===== config.mk =====
export PLATFORM = sky130hd
export DESIGN_NAME = step_scheduler
export DESIGN_NICKNAME = d
export VERILOG_FILES = /design/src/rtl/step_sched_pkg.sv /design/src/rtl/rate_divider.sv /design/src/rtl/step_scheduler.sv
export SDC_FILE = /design/constraint.sdc
export NUM_CORES = 1
export LEC_CHECK = 0
export ABC_AREA = 1
export BUFFER_PORTS_ARGS = -buffer_cell sky130_fd_sc_hd__buf_4
export CAP_MARGIN = 10
export CORE_ASPECT_RATIO = 0.6
export CORE_MARGIN = 2
export CORE_UTILIZATION = 28
export CTS_CLUSTER_SIZE = 16
export DETAILED_ROUTE_END_ITERATION = 8
export GPL_ROUTABILITY_DRIVEN = 0
export SLEW_MARGIN = 20
export SYNTH_ARGS = -nofsm -noshare
export SYNTH_HDL_FRONTEND = slang
export SYNTH_SLANG_ARGS = --single-unit

===== constraint.sdc =====
create_clock -name clk -period 2.7 [get_ports clk]
set_clock_uncertainty 0.15 [all_clocks]
set_input_delay 0.135 -clock clk [delete_from_list [all_inputs] [get_ports clk]]
set_output_delay 0.135 -clock clk [all_outputs]
set_load 0.1 [all_outputs]

===== src/rtl/step_sched_pkg.sv =====
// Shared types and defaults for the step scheduler: FSM state encoding,
// divider sizing defaults and the terminal-count helper.
package step_sched_pkg;

  localparam int unsigned BASE_SHIFT_DEF = 2;
  localparam int unsigned PRESCALE_W_DEF = 9;
  localparam int unsigned NUM_PHASES_DEF = 8;

  typedef enum logic [0:0] {
    ST_IDLE = 1'b0,
    ST_RUN  = 1'b1
  } state_e;

  // Last divider count of a period: 2^(base_shift+speed) - 1.
  function automatic logic [31:0] period_last(input logic [2:0]  speed,
                                              input int unsigned base_shift = BASE_SHIFT_DEF);
    return (32'd1 << (base_shift + 32'(speed))) - 32'd1;
  endfunction

endpackage


===== src/rtl/rate_divider.sv =====
// Programmable period divider: counts 2^(BASE_SHIFT+speed) cycles and emits a
// one-cycle tick; the speed setting is only re-sampled at period boundaries.
module rate_divider
  import step_sched_pkg::*;
#(
  parameter int unsigned BASE_SHIFT = BASE_SHIFT_DEF,
  parameter int unsigned PRESCALE_W = PRESCALE_W_DEF
) (
  input  logic       clk_i,
  input  logic       reset_i,
  input  logic       load_i,
  input  logic       run_i,
  input  logic       hold_i,
  input  logic [2:0] speed_i,
  output logic       tick_o
);

  if (PRESCALE_W < BASE_SHIFT + 7) begin : g_width_check
    $error("rate_divider: PRESCALE_W must be >= BASE_SHIFT+7");
  end

  localparam logic [PRESCALE_W-1:0] DIV_ONE = PRESCALE_W'(1);

  logic [PRESCALE_W-1:0] div_q, div_d;
  logic [PRESCALE_W-1:0] div_last;
  logic [2:0]            speed_q, speed_d;

  assign div_last = PRESCALE_W'(period_last(speed_q, BASE_SHIFT));

  always_comb begin
    div_d   = div_q;
    speed_d = speed_q;
    tick_o  = 1'b0;
    if (load_i) begin
      div_d   = '0;
      speed_d = speed_i;
    end else if (run_i && !hold_i) begin
      if (div_q == div_last) begin
        div_d   = '0;
        tick_o  = 1'b1;
        speed_d = speed_i;
      end else begin
        div_d = div_q + DIV_ONE;
      end
    end
  end

  always_ff @(posedge clk_i) begin
    if (reset_i) begin
      div_q   <= '0;
      speed_q <= '0;
    end else begin
      div_q   <= div_d;
      speed_q <= speed_d;
    end
  end

endmodule


===== src/rtl/step_scheduler.sv =====
// Step rate controller: turns divider ticks into a single-entry valid/ready
// step request and walks a bouncing phase index on every accepted step.
module step_scheduler
  import step_sched_pkg::*;
#(
  parameter int unsigned BASE_SHIFT = BASE_SHIFT_DEF,
  parameter int unsigned PRESCALE_W = PRESCALE_W_DEF,
  parameter int unsigned NUM_PHASES = NUM_PHASES_DEF,
  parameter int unsigned PHASE_W    = $clog2(NUM_PHASES)
) (
  input  logic               clk,
  input  logic               reset,
  input  logic [2:0]         speed,
  input  logic               hold,
  input  logic               step_ready,
  output logic               step_valid,
  output logic [PHASE_W-1:0] phase,
  output logic               dir,
  output logic               overrun,
  output logic               running
);

  if (NUM_PHASES < 2) begin : g_phase_check
    $error("step_scheduler: NUM_PHASES must be >= 2");
  end

  localparam logic [PHASE_W-1:0] PHASE_LAST = PHASE_W'(NUM_PHASES - 1);
  localparam logic [PHASE_W-1:0] PHASE_ONE  = PHASE_W'(1);

  state_e               state_q, state_d;
  logic                 valid_q, valid_d;
  logic [PHASE_W-1:0]   phase_q, phase_d;
  logic                 dir_q, dir_d;
  logic                 overrun_q, overrun_d;
  logic                 tick;
  logic                 xfer;

  rate_divider #(
    .BASE_SHIFT (BASE_SHIFT),
    .PRESCALE_W (PRESCALE_W)
  ) u_rate_divider (
    .clk_i   (clk),
    .reset_i (reset),
    .load_i  (state_q == ST_IDLE),
    .run_i   (state_q == ST_RUN),
    .hold_i  (hold),
    .speed_i (speed),
    .tick_o  (tick)
  );

  assign xfer = valid_q && step_ready;

  always_comb begin
    state_d   = state_q;
    valid_d   = valid_q;
    phase_d   = phase_q;
    dir_d     = dir_q;
    overrun_d = overrun_q;

    if (state_q == ST_IDLE) begin
      state_d = ST_RUN;
    end

    if (xfer) begin
      valid_d = 1'b0;
      if (dir_q) begin
        if (phase_q == PHASE_LAST) begin
          phase_d = phase_q - PHASE_ONE;
          dir_d   = 1'b0;
        end else begin
          phase_d = phase_q + PHASE_ONE;
        end
      end else begin
        if (phase_q == '0) begin
          phase_d = PHASE_ONE;
          dir_d   = 1'b1;
        end else begin
          phase_d = phase_q - PHASE_ONE;
        end
      end
    end

    // A tick that meets a pending, unaccepted step is dropped and flagged.
    if (tick) begin
      if (!valid_q || xfer) begin
        valid_d = 1'b1;
      end else begin
        overrun_d = 1'b1;
      end
    end
  end

  always_ff @(posedge clk) begin
    if (reset) begin
      state_q   <= ST_IDLE;
      valid_q   <= 1'b0;
      phase_q   <= '0;
      dir_q     <= 1'b1;
      overrun_q <= 1'b0;
    end else begin
      state_q   <= state_d;
      valid_q   <= valid_d;
      phase_q   <= phase_d;
      dir_q     <= dir_d;
      overrun_q <= overrun_d;
    end
  end

  assign step_valid = valid_q;
  assign phase      = phase_q;
  assign dir        = dir_q;
  assign overrun    = overrun_q;
  assign running    = (state_q == ST_RUN);

endmodule


### Yosys cells after proc, flatten, opt, wreduce, memory -nomap -nowiden

Cells that the tools add are included.

* register bits: 19
* input port bits: 7

* add/sub/neg operators: 5
* equal/unequal tests: 4
* shift-type cells: 1
* multiplexer cells: 17
* bitwise gates (word level): 2
* reduce and logical (&&, ||, !) cells: 9

Operators with widths (number)
* << shifter 1 x 32 -> 9 bit, first input constant: 1
* two-way mux 3 bit: 6
* two-way mux 1 bit: 10
* adder 9 x 1 -> 9 bit, second input constant: 1
* == test 9 bit: 1
* two-way mux 9 bit: 1
* subtractor 9 x 1 -> 9 bit, second input constant: 1
* adder 2 x 3 -> 4 bit, first input constant: 1
* inequality test 2 x 1 -> 1 bit, second input constant: 2
* AND reduction 2 bit: 2
* adder 3 x 1 -> 3 bit, second input constant: 1
* == test 3 bit, second input constant: 1
* logical NOT 3 bit: 1
* subtractor 3 x 1 -> 3 bit, second input constant: 1
* logical AND 1 bit: 2
* logical NOT 1 bit: 2
* NOT 1 bit: 2
* OR reduction 2 bit: 1
* logical OR 1 bit: 1

### Longest topological paths before layout

Gate-level depths: netlist of the first run.

* depth in word-level cells: 8
* gate-level depth with buffers: 14
* gate-level depth less buffers: 14

### By module

Synthesis of the first run repeated with hierarchy kept, for this count alone.

* cell total of the unflattened synthesis: 212
* area total of the unflattened synthesis: 1408.9 um^2

By module, submodules not included
* rate_divider: times used 1, cells an instance 159, area each 1024.7 um^2, seq. area each 240.2 um^2
* step_scheduler: times used 1, cells an instance 53, area each 384.1 um^2, seq. area each 140.1 um^2

### Worst setup path after synthesis of the first run

OpenSTA, ideal clock, no wires.

* kind: register to register
* from: register phase_q[0] (netlist: phase[0])
* to: register phase_q[2] (netlist: phase[2])
* setup time: 96 ps
* arrival time: 2023 ps
* data required time: 2454 ps
* slack: 431 ps
* cell stages (with the launch flop): 7
* path buffers: 0
* period minus slack after synthesis: 2269 ps
* path through: dfxtp_1 -> inv_1 -> ha_1 -> ha_1 -> a21oi_1 -> o21ai_0 -> a221oi_1

* cells in the longest elaborated chain, start to end: 3
* elaborated cells on any way between the ends: 7
* those cells by class: 2 x add/sub; 1 x eq/ne; 3 x mux; 1 x reduce/logical

RTL lines
* start: declaration: line step_scheduler.sv:32 `logic [PHASE_W-1:0] phase_q, phase_d;`
* start signal: assignment: line step_scheduler.sv:103 `phase_q <= phase_d;`
* subtractor 3 x 1 -> 3 bit, or another cell as far along: line step_scheduler.sv:68, step_scheduler.sv:78
* two-way mux 3 bit (on tied branches): line step_scheduler.sv:74, step_scheduler.sv:67
* two-way mux 3 bit (*): line step_scheduler.sv:66 `if (dir_q) begin`

Mark *: on every way between the ends. The rest lies on a longest branch, timed or not.
A chain may end at the register's enable or synchronous reset.

### Worst setup path after layout of the first run

* from: register u_rate_divider.speed_q[2]
* to: register u_rate_divider.div_q[8]

* cells in the longest elaborated chain, start to end: 5

RTL lines
* start: declaration: line rate_divider.sv:26 `logic [2:0] speed_q, speed_d;`
* start signal: assignment: line rate_divider.sv:54 `speed_q <= speed_d;`
* adder 2 x 3 -> 4 bit: line step_sched_pkg.sv:17 `return (32'd1 << (base_shift + 32'(speed))) - 32'd1;`
* << shifter 1 x 32 -> 9 bit: line step_sched_pkg.sv:17
* subtractor 9 x 1 -> 9 bit: line step_sched_pkg.sv:17
* == test 9 bit: line rate_divider.sv:38 `if (div_q == div_last) begin`
* two-way mux 9 bit: line rate_divider.sv:38
* end signal: assignment: line rate_divider.sv:53 `div_q <= div_d;`
* end: declaration: line rate_divider.sv:24 `logic [PRESCALE_W-1:0] div_q, div_d;`

No other way between the ends.

==> results of run 1 <==
cell families (layout without fill, tap and decap cells):
family | count (synthesis) | in the layout | synth area share (%)
simple gates | 105 | 105 | 38.3
buf+inv | 35 | 55 | 10.5
compound gates | 19 | 19 | 7.43
flops | 19 | 19 | 28.6
fa+ha+maj | 12 | 12 | 11.3
xor+xnor | 6 | 6 | 3.95
path summary, 6_finish.rpt:
kind                            cells after the start                                   end                                   start  slack (ns)
worst min-delay path                                4                  overrun$_SDFFE_PP0P_                              step_ready        0.04
worst max-delay path                               13  u_rate_divider.div_q[8]$_SDFFE_PP0P_  u_rate_divider.speed_q[2]$_SDFFE_PP0P_        0.48
worst max register to register                     13  u_rate_divider.div_q[8]$_SDFFE_PP0P_  u_rate_divider.speed_q[2]$_SDFFE_PP0P_        0.48
worst min register to register                      2                  overrun$_SDFFE_PP0P_                    overrun$_SDFFE_PP0P_        0.31
sequential cells by signal (all words and copies together) (netlist names):
register / count
step_valid: 1
overrun: 1
u_rate_divider.speed_q: 3
dir: 1
u_rate_divider.div_q: 9
phase: 3
running: 1
worst max-delay path: cells and delay by family (launching register included):
| family | cells | cell delay, ns |
|---|---|---|
| buffers and inverters | 4 | 0.37 |
| and+or+nand+nor | 8 | 0.88 |
| adders and majority gates | 1 | 0.37 |
| DFF | 1 | 0.37 |
final cells by class:
cell class	instances	area [um^2]
clock buffer	3	41.3
clock inverter	1	7.51
fill	507	2980
inverter	33	124
multi-input combinational	142	811
sequential	19	380
tap	63	78.8
timing repair buffer	18	145
power groups by stage:
stage               registers, mW  logic [mW]  clock network (mW)
finish                      0.290       0.107               0.207
global route                0.290       0.120               0.227
floorplan                   0.301      0.0710                   0
global placement            0.296       0.102                   0
CTS                         0.289       0.107               0.214
detailed placement          0.296       0.102                   0
layout by cell type, fill, tap and decap left out, types with 2 or more instances in the layout:
cell            n
a21oi_1        14
buf_4          14
clkbuf_8        3
dfxtp_1        19
dlygate4sd3_1   4
ha_1           12
inv_1          30
inv_2           2
nand2_1        45
nand3_1        18
nand3_2         2
nand4_1         2
nor2_1         25
nor2_2          3
nor2_4          3
nor3_2          2
o21ai_0         4
xnor2_1         2
xor2_1          4
metal layers:
metal | part of all wire, % | track usage (%) | routed length [um]
met2 | 35 | 12.8 | 951
met4 | 0 | 1.26 | 0
met5 | 0 | 0 | 0
met1 | 58 | 17.1 | 1590
met3 | 6.7 | 3.57 | 182
metrics by stage:
stage               cell area, um^2  setup slack, ns  cells  power [mW]
floorplan                      1330            0.431    196       0.372
global placement               1500            0.547    271       0.398
detailed placement             1500            0.529    271       0.398
CTS                            1590            0.515    279       0.610
global route                   1590            0.342    279       0.637
finish                         1590            0.481    279       0.603
==> summary.txt, run 1 <==
Pwr
  • Sequential share of power: 48.0%
  • Clock share of power: around a third
  • Leak: between 0.7 and 0.8 nW
  • Max VDD drop: roughly 0.22 mV
  • Pwr dens: approximately 380 nW/um^2
  • Internal Power: 428 uW
  • Switching Power: around 180 uW
  • Combinational fraction of design power: roughly 18%
  • Switching Share: roughly 29%

Setup path
  • Crit-path cells: inv_1 > ha_1 > inv_1 > nand3_1 > nand2_1 > nand2_1 > nand3_1 > nor2_4 > nand4_4 > clkinv_1 > nand2_1 > nand3_1 > inv_1
  • Peak fanout along the critical path: 8
  • CP Launch Type: flip-flop
  • Data arrival, critical path: around 2.2 ns
  • Crit path largest cell delay: 0.37 ns
  • Crit path kind: reg -> reg
  • CP Capture Type: flip-flop
  • Slowest-stage cell, CP: dfxtp_1
  • CP required: between 2 and 3 ns

Outcome
  • Outcome: finished, final reports clean

Global routing
  • Number of global-route vias before repair: ~920
  • Largest net degree at the start of global routing: 13
  • Initial antenna violation count: 0
  • GRT overflow: 0
  • All-Layer GR Usage: 10.4%
  • Global-route wire length before repair: approximately 4400 um

Floorplan
  • Top Ports: 14
  • Placement Rows: 19
  • Starting density of the core: ~30%
  • Die Ht: 57.4 um
  • Die ar.: between 5000 and 6000 um^2
  • Total core area: roughly 4600 um^2
  • Chip Width: about 93 um

STA
  • Final slew viol count: 0
  • Min Tclk post-route: ~2.2 ns
  • WHS: about 0.043 ns
  • Period utilization: a little over 80%
  • Final hold violations: 0
  • RSZ-0062 raised after global routing: no
  • Worst Max-Slew Pin Slew: 0.379 ns
  • Final setup fails: 0
  • Max frequency: about 0.45 GHz
  • Worst slew margin: approximately three quarters
  • Setup_tns: 0 ns

Yosys
  • Mapped Nets: between 200 and 250
  • Netlist cell types: 25
  • Post-Syn Instances: around 200
  • Synthesized flop and latch total: 19
  • Top FF cell, synth: dfxtp_1
  • Mean post-synth cell area: around 6.8 um^2
  • Synth warn: 0
  • Top cell type's share of synthesized area: ~29%
  • EDFF count, synth: 0
  • Yosys top cell by area: dfxtp_1
  • Commonest cells post-synth: nand2_1, inv_1, nor2_1, dfxtp_1, nand3_1
  • Top-count cell post-synth: nand2_1
  • Largest cells by area after synthesis: dfxtp_1, nand2_1, ha_1
  • Post-synth ARST share: 0%
  • Seq/Total Area, Yosys: approximately 29%
  • Synth Cell Area: roughly 1300 um^2

Cells and area
  • Share of post-route cells with drive strength above 1: ~15%
  • Layout Nets: roughly 240
  • Final core occ: between 30% and 40%
  • Area grow syn2layout: 19.3%
  • # diodes: 0

Drt
  • Avg WL per Cell: around 10 um
  • Pre-Repair DR Iteration Count: 5
  • Drt initial violations: 83
  • Total wire length: 2720 um
  • Vias per cell: 4.29
  • DRT antenna net count: 0
  • DRC: 0
  • Vias after detailed routing: between 1,000 and 1,500

Clocking
  • Clock sinks: 19
  • Worst skew pair latency: about 0.26 ns
  • Maximum root-to-sink buffer count: 2
  • Root Driver: clkbuf_8
  • CTS Buf Count: 3
  • Post-CTS setup buffers: 0
  • Post-cts gate resize count: 0
  • H-tree depth: 1
  • Hold buffers post-CTS: 4
  • Worst-path clk slew: ~0.070 ns
  • CTS tree: built

Worst hold path
  • Hold/Removal Path Class: in -> reg

Place
  • Detailed-placement wirelength estimate: 2200 um
  • Port bufs: 13

Job
  • Max-cap violations: 0
No activity file was read; power rests on OpenSTA's default activity.
==> run 2: changes to the inputs <==
==> constraint.sdc (replaced) <==
create_clock -name clk -period 2.3 [get_ports clk]
set_clock_uncertainty 0.15 [all_clocks]
set_input_delay 0.115 -clock clk [delete_from_list [all_inputs] [get_ports clk]]
set_output_delay 0.115 -clock clk [all_outputs]
set_load 0.1 [all_outputs]
==> run 2 against run 1 <==
Compared with the run above:
- clock power increased by 17%
- highest routed layer is now met4
- final cell count increased by 0.72%
- fmax increased by 7.1%
- non-clock buffer count increased by 2
- total power increased by 19%
- worst hold slack got worse by 0.018 ns
- via count decreased by 0.33%
- die area unchanged
- register-to-register slack got worse by 0.25 ns
==> summary.txt, run 2 (same netlist as run 1, synthesis figures left out) <==
Cells and area
  • Post-route cell area: 1620 um^2 (+2.1%)
  • Most frequent cells in the layout: nand2_1, inv_1, nor2_1
  • Area grow syn2layout: 21.8%
  • Largest register by flop count: u_rate_divider.div_q
  • Share of post-route cells with drive strength above 1: 17.4% (+2.2 points)
  • Layout Nets: 238 (+0.85%)
  • Fillers: 500 (-1.4%)
  • # diodes: 0 (unchanged)
  • Max reg flops: 9 (unchanged)
  • Commonest non-fill, non-tap cell in the layout: nand2_1

Place
  • Detailed-placement wirelength estimate: 2260 um (+2.8%)
  • Area after DPL: 1510 um^2 (+1.0%)
  • Port bufs: 13 (unchanged)

Drt
  • Total wire length: 2800 um (+3.0%)
  • Pre-Repair DR Iteration Count: 4 (-1)
  • Avg WL per Cell: 9.96 um (+2.2%)
  • Drt initial violations: 37 (-55%)
  • DRC: 0 (unchanged)
  • Vias per cell: 4.25 (-1.0%)
  • DRT antenna net count: 0 (unchanged)
  • Vias after detailed routing: 1,193 (-0.33%)

Worst hold path
  • Hold Path Depth: 4 (unchanged)
  • Hold path start: hold
  • Hold/Removal Path Class: in -> reg

Setup path
  • Largest delay contributor family on the critical path: simple AND/OR/NAND/NOR gates
  • CP Capture Type: flip-flop
  • Crit-path cells: inv_1 > ha_4 > inv_1 > nand3_1 > nand2_1 > nand2_1 > nand3_1 > nor2_4 > nand3_2 > nor2_2 > nand2_1 > a21oi_1
  • CP required: 2.35 ns (-0.37 ns)
  • CP Launch Type: flip-flop
  • Data arrival, critical path: 2.12 ns (-0.12 ns)
  • Launch point of the worst reg-to-reg path: u_rate_divider.speed_q[2]$_SDFFE_PP0P_
  • Slowest-stage cell, CP: dfxtp_1
  • Path depth of the worst reg2reg path: 12 (-1)
  • Worst Path Buf+Inv: 2 (-2)
  • CP Depth: 12 (-1)
  • Crit path top cell by count: nand2_1
  • Crit path largest cell delay: 0.37 ns (about the same)
  • Crit path kind: reg -> reg
  • Peak fanout along the critical path: 5 (-3)
  • Worst setup startpoint: u_rate_divider.speed_q[2]$_SDFFE_PP0P_

Pwr
  • Sequential share of power: 47.1% (-0.9 points)
  • Switching Share: 29.1% (about the same)
  • Switching Power: 210 uW (+19%)
  • Max VDD drop: 0.288 mV (+32%)
  • Internal Power: 510 uW (+19%)
  • Pwr dens: 444 nW/um^2 (+17%)
  • Clock share of power: 33.8% (-0.4 points)
  • Leak: 0.738 nW (+1.4%)
  • Combinational fraction of design power: 19.1% (+1.3 points)

Clocking
  • Post-CTS setup buffers: 0 (unchanged)
  • Root Driver: clkbuf_8
  • CTS Buf Count: 3 (unchanged)
  • H-tree depth: 1 (unchanged)
  • Clock sinks: 19 (unchanged)
  • CTS tree: built
  • Worst skew pair latency: 0.26 ns (about the same)
  • Maximum root-to-sink buffer count: 2 (unchanged)
  • Worst-path clk slew: 0.08 ns (about the same)

STA
  • Min Tclk post-route: 2.07 ns (-0.147 ns)
  • Worst Max-Slew Pin Slew: 0.398 ns (+0.0183 ns)
  • Worst slew margin: 73.4% (-1.2 points)
  • Max frequency: 0.483 GHz (+7.1%)
  • Setup_tns: 0 ns (unchanged)
  • Final hold violations: 0 (unchanged)
  • Final setup fails: 0 (unchanged)
  • Period utilization: 90.1% (+7.9 points)
  • Final slew viol count: 0 (unchanged)
  • RSZ-0062 raised after global routing: no

Floorplan
  • Placement Rows: 19 (unchanged)
  • Die Ht: 57.4 um (unchanged)
  • Total core area: 4560 um^2 (unchanged)
  • Top Ports: 14 (unchanged)
  • Chip Width: 93.0 um (unchanged)
  • Starting density of the core: 29.2% (unchanged)
  • Die ar.: 5340 um^2 (unchanged)

Global routing
  • Number of global-route vias before repair: 995 (+7.8%)
  • Initial antenna violation count: 0 (unchanged)
  • Largest net degree at the start of global routing: 13 (unchanged)
  • GRT overflow: 0 (unchanged)
  • All-Layer GR Usage: 11.2% (+0.78 points)
  • Global-route wire length before repair: 4760 um (+9.4%)

Job
  • Max-cap violations: 0 (unchanged)

Outcome
  • Outcome: finished, final reports clean
run 2: cell types whose count changed in the layout (fill, tap and decap cells not counted):
cell     before  now
ha_4          0    1
nor2_2        3    4
a21oi_1      14   13
a21oi_2       0    1
ha_1         12   11
buf_4        14   16
nor2_1       25   24
run 2: worst register-to-register path, delay by kind of cell, from the launching register on:
| family | cells | cell delay (ns) |
|---|---|---|
| and+or+nand+nor | 8 | 0.86 |
| DFF | 1 | 0.37 |
| adders and majority gates | 1 | 0.32 |
| buffers and inverters | 2 | 0.20 |
| AOI/OAI and AO/OA | 1 | 0.12 |
run 2: power by group through the flow:
stage | clock (mW) | sequential (mW) | combinational, mW
6_report | 0.243 | 0.339 | 0.138
5_1_grt | 0.272 | 0.340 | 0.153
2_1_floorplan | 0 | 0.354 | 0.0834
3_3_place_gp | 0 | 0.346 | 0.123
4_1_cts | 0.246 | 0.339 | 0.129
3_5_place_dp | 0 | 0.347 | 0.123
run 2: cell type report:
| class | count | area [um^2] | share of cell area [%] |
|---|---|---|---|
| Timing Repair Buffer | 20 | 160 | 9.88 |
| Clock inverter | 1 | 7.51 | 0.463 |
| Multi-Input combinational cell | 142 | 830 | 51.2 |
| Clock buffer | 3 | 41.3 | 2.55 |
| Sequential cell | 19 | 380 | 23.5 |
| Tap cell | 63 | 78.8 | 4.86 |
| Inverter | 33 | 124 | 7.64 |
run 2: what timing repair did:
item | in CTS | in global routing
hold buffers | 4 | 0
resized for setup | 0 | 3
endpoints found under the setup margin | 0 | 3
hold endpoints to repair | 8 | 0
run 2: per-layer routing:
metal	up-vias	wire length, um	GRT usage [%]
met5	-	0	0
met4	0	10	1.26
li1	657	-	-
met1	509	1630	18.8
met2	24	981	13.6
met3	3	175	3.57
run 2: path summary, 6_finish.rpt:
kind,endpoint,slack (ns)
setup reg to reg,overrun$_SDFFE_PP0P_,0.23
setup / recovery,overrun$_SDFFE_PP0P_,0.23
hold reg to reg,overrun$_SDFFE_PP0P_,0.31
hold / removal,u_rate_divider.div_q[1]$_SDFFE_PP0P_,0.02
run 2: metrics by stage:
| stage | instances | utilization (%) | total power [mW] | setup slack, ns | hold slack (ns) |
|---|---|---|---|---|---|
| floorplan | 196 | - | 0.437 | 0.0311 | 0.0341 |
| global placement | 273 | 33.2 | 0.469 | 0.230 | 0.186 |
| detailed placement | 273 | 33.2 | 0.470 | 0.195 | 0.190 |
| CTS | 281 | 35.1 | 0.714 | 0.178 | 0.0199 |
| global route | 281 | 35.5 | 0.764 | 0.0654 | 0.0373 |
| finish | 281 | 35.5 | 0.720 | 0.228 | 0.0250 |
==> run 3: changes to the inputs <==
--- a/config.mk
+++ b/config.mk
@@ -7,14 +7,16 @@
 export LEC_CHECK = 0
 export ABC_AREA = 1
 export BUFFER_PORTS_ARGS = -buffer_cell sky130_fd_sc_hd__buf_4
-export CAP_MARGIN = 10
+export CAP_MARGIN = 20
 export CORE_ASPECT_RATIO = 0.6
 export CORE_MARGIN = 2
 export CORE_UTILIZATION = 28
 export CTS_CLUSTER_SIZE = 16
 export DETAILED_ROUTE_END_ITERATION = 8
 export GPL_ROUTABILITY_DRIVEN = 0
+export RECOVER_POWER = 50
 export SLEW_MARGIN = 20
 export SYNTH_ARGS = -nofsm -noshare
 export SYNTH_HDL_FRONTEND = slang
+export SYNTH_HIERARCHICAL = 1
 export SYNTH_SLANG_ARGS = --single-unit
==> run 3 against run 2 <==
Compared with the run above:
- highest routed layer unchanged
- clock power about the same
- total power up 0.52%
- final cell count up 6.8%
==> summary.txt, run 3 <==
Drt
  • DRC: 0 (unchanged)
  • Vias per cell: 4.28 (+0.81%)
  • Vias after detailed routing: 1,284 (+7.6%)
  • DRT antenna net count: 0 (unchanged)
  • Avg WL per Cell: 10.0 um (+0.56%)
  • Drt initial violations: 54 (+46%)
  • Total wire length: 3010 um (+7.4%)
  • Pre-Repair DR Iteration Count: 4 (unchanged)

Yosys
  • EDFF count, synth: 0 (unchanged)
  • Yosys top cell by area: dfxtp_1
  • Largest cells by area after synthesis: dfxtp_1, nand2_1, ha_1
  • Post-Syn Instances: 212 (+8.2%)
  • Synth Cell Area: 1410 um^2 (+5.8%)
  • Mean post-synth cell area: 6.65 um^2 (-2.2%)
  • Top-count cell post-synth: nand2_1
  • Commonest cells post-synth: nand2_1, inv_1, nor2_1, nand3_1, dfxtp_1
  • Top FF cell, synth: dfxtp_1
  • Synth warn: 6 (+6)
  • Post-synth ARST share: 0% (unchanged)
  • Seq/Total Area, Yosys: 27.0% (-1.6 points)
  • Top cell type's share of synthesized area: 27.0% (-1.6 points)
  • Synthesized flop and latch total: 19 (unchanged)
  • Mapped Nets: 232 (+7.9%)
  • Netlist cell types: 29 (+16%)

Job
  • Max-cap violations: 0 (unchanged)

STA
  • Setup_tns: 0 ns (unchanged)
  • Final slew viol count: 0 (unchanged)
  • RSZ-0062 raised after global routing: no
  • Final setup fails: 0 (unchanged)
  • Max frequency: 0.467 GHz (-3.1%)
  • Min Tclk post-route: 2.14 ns (+0.0668 ns)
  • Worst slew margin: 22.5% (-51 points)
  • Worst Max-Slew Pin Slew: 1.17 ns (+0.770 ns)
  • Period utilization: 93.0% (+2.9 points)
  • Final hold violations: 0 (unchanged)
  • Setup slack after layout: 0.161 ns (-0.0668 ns)

Setup path
  • R2r endpoint: u_rate_divider/div_q[4]$_SDFFE_PP0P_
  • CP Launch Type: flip-flop
  • Data arrival, critical path: 2.15 ns (+0.03 ns)
  • CP required: 2.31 ns (-0.04 ns)
  • Peak fanout along the critical path: 8 (+3)
  • Path depth of the worst reg2reg path: 16 (+4)
  • Crit path kind: reg -> reg
  • FF-to-FF setup slack: 0.16 ns (-0.07 ns)
  • Launch point of the worst reg-to-reg path: u_rate_divider/speed_q[2]$_SDFFE_PP0P_
  • CP Capture Type: flip-flop

Floorplan
  • Total core area: 4710 um^2 (+3.1%)
  • Chip Width: 95.6 um (+2.7%)
  • Top Ports: 14 (unchanged)
  • Die ar.: 5630 um^2 (+5.5%)
  • Die Ht: 58.9 um (+2.7%)
  • Starting density of the core: 29.9% (+0.76 points)
  • Placement Rows: 19 (unchanged)

Clocking
  • H-tree depth: 1 (unchanged)
  • Maximum root-to-sink buffer count: 2 (unchanged)
  • Clock sinks: 19 (unchanged)
  • Worst-path clk slew: 0.08 ns (about the same)
  • Root Driver: clkbuf_8
  • CTS Buf Count: 3 (unchanged)
  • CTS tree: built
  • Worst skew pair latency: 0.26 ns (about the same)

Global routing
  • Global-route wire length before repair: 5260 um (+10%)
  • GRT overflow: 0 (unchanged)
  • Initial antenna violation count: 0 (unchanged)
  • Largest net degree at the start of global routing: 12 (-1)
  • All-Layer GR Usage: 12.0% (+0.85 points)
  • Number of global-route vias before repair: 1,145 (+15%)

Cells and area
  • Largest register by flop count: u_rate_divider/div_q
  • Most frequent cells in the layout: nand2_1, inv_1, nor2_1
  • Area grow syn2layout: 20.2%
  • # diodes: 0 (unchanged)
  • Max reg flops: 9 (unchanged)
  • Layout Nets: 258 (+8.4%)
  • Share of post-route cells with drive strength above 1: 16.5% (-0.98 points)
  • Commonest non-fill, non-tap cell in the layout: nand2_1

Place
  • Detailed-placement wirelength estimate: 2410 um (+6.8%)
  • Port bufs: 13 (unchanged)
  • Post-Place Worst Slack: 0.110 ns (-0.0853 ns)

Worst hold path
  • Hold/Removal Path Class: in -> reg
  • Hold path start: hold
  • Hold path endpoint: u_rate_divider/div_q[2]$_SDFFE_PP0P_
  • Hold Path Depth: 4 (unchanged)

Pwr
  • Pwr dens: 427 nW/um^2 (-3.8%)
  • Tot Pwr: 723 uW (+0.52%)
  • Max VDD drop: 0.165 mV (-43%)
  • Leak: 0.815 nW (+10%)

Outcome
  • Outcome: finished, final reports clean
[run 3: per-layer routing]
layer	share of wire, %	track usage, %
met1	57	18.7
met2	37	16.5
met3	5.3	3.46
met4	0.50	1.84
met5	0	0
[run 3: worst max-delay path by stage]
stage / start / to / slack [ns] / cells after the start
6_report: u_rate_divider/speed_q[2]$_SDFFE_PP0P_ / u_rate_divider/div_q[4]$_SDFFE_PP0P_ / 0.16 / 16
5_1_grt: u_rate_divider/speed_q[2]$_SDFFE_PP0P_ / overrun$_SDFFE_PP0P_ / 0.03 / 16
4_1_cts: u_rate_divider/speed_q[1]$_SDFFE_PP0P_ / overrun$_SDFFE_PP0P_ / 0.09 / 15
3_5_place_dp: u_rate_divider/speed_q[1]$_SDFFE_PP0P_ / overrun$_SDFFE_PP0P_ / 0.11 / 15
3_3_place_gp: u_rate_divider/speed_q[1]$_SDFFE_PP0P_ / overrun$_SDFFE_PP0P_ / 0.10 / 15
2_1_floorplan: running$_DFF_P_ / u_rate_divider/div_q[8]$_SDFFE_PP0P_ / 0.007 / 9
[run 3: stage by stage]
| stage | area, um^2 | util, % | hold WS [ns] | std cells |
|---|---|---|---|---|
| after detailed placement | 1590 | 33.8 | 0.184 | 289 |
| after global routing | 1690 | 36.0 | 0.282 | 300 |
| after global placement | 1590 | 33.8 | 0.185 | 289 |
| after floorplan | 1410 | - | 0.0341 | 212 |
| after CTS | 1690 | 35.8 | 0.228 | 298 |
| final | 1690 | 36.0 | 0.234 | 300 |
[run 3: power breakdown]
group          total, mW  leakage, nW  internal, mW  switching [mW]
clock network      0.242       0.0255         0.121           0.121
logic              0.141        0.635        0.0544          0.0867
registers          0.340        0.155         0.334         0.00580
[run 3: critical path, cell delays in order (launching register included)]
cell and delay [ns]:
dfxtp_1 0.33, inv_1 0.11, buf_4 0.17, ha_2 0.21
inv_1 0.04, nand2_1 0.05, nand2_1 0.05, nor2_1 0.11
nand2_1 0.08, nor2_2 0.09, nand2_2 0.08, nor2_4 0.12
nand3_4 0.15, nand2_4 0.14, inv_2 0.05, nand3_1 0.06
inv_1 0.04
[run 3: cell families after synthesis]
family | Yosys count | share of synthesized area (%)
and+or+nand+nor | 112 | 38.2
xor gates and xnor gates | 5 | 3.11
DFF | 19 | 27.0
buffers and inverters | 44 | 12.3
AOI/OAI and AO/OA | 19 | 7.91
adders and majority gates | 13 | 11.5
[run 3: final cells by class]
class,instances,area [um^2]
inverter,43,161
multi-input combinational,149,878
sequential,19,382
clock buffer,3,41.3
tap,63,78.8
clock inverter,1,5.00
timing repair buffer,22,148
fill,499,3010
[run 3: timing repair]
| item | CTS | global route |
|---|---|---|
| buffers inserted | 0 | 2 |
| resized for setup | 0 | 6 |
| endpoints found under the setup margin | 0 | 12 |
| hold buffers | 5 | 0 |
| endpoints found under the hold margin | 6 | 0 |
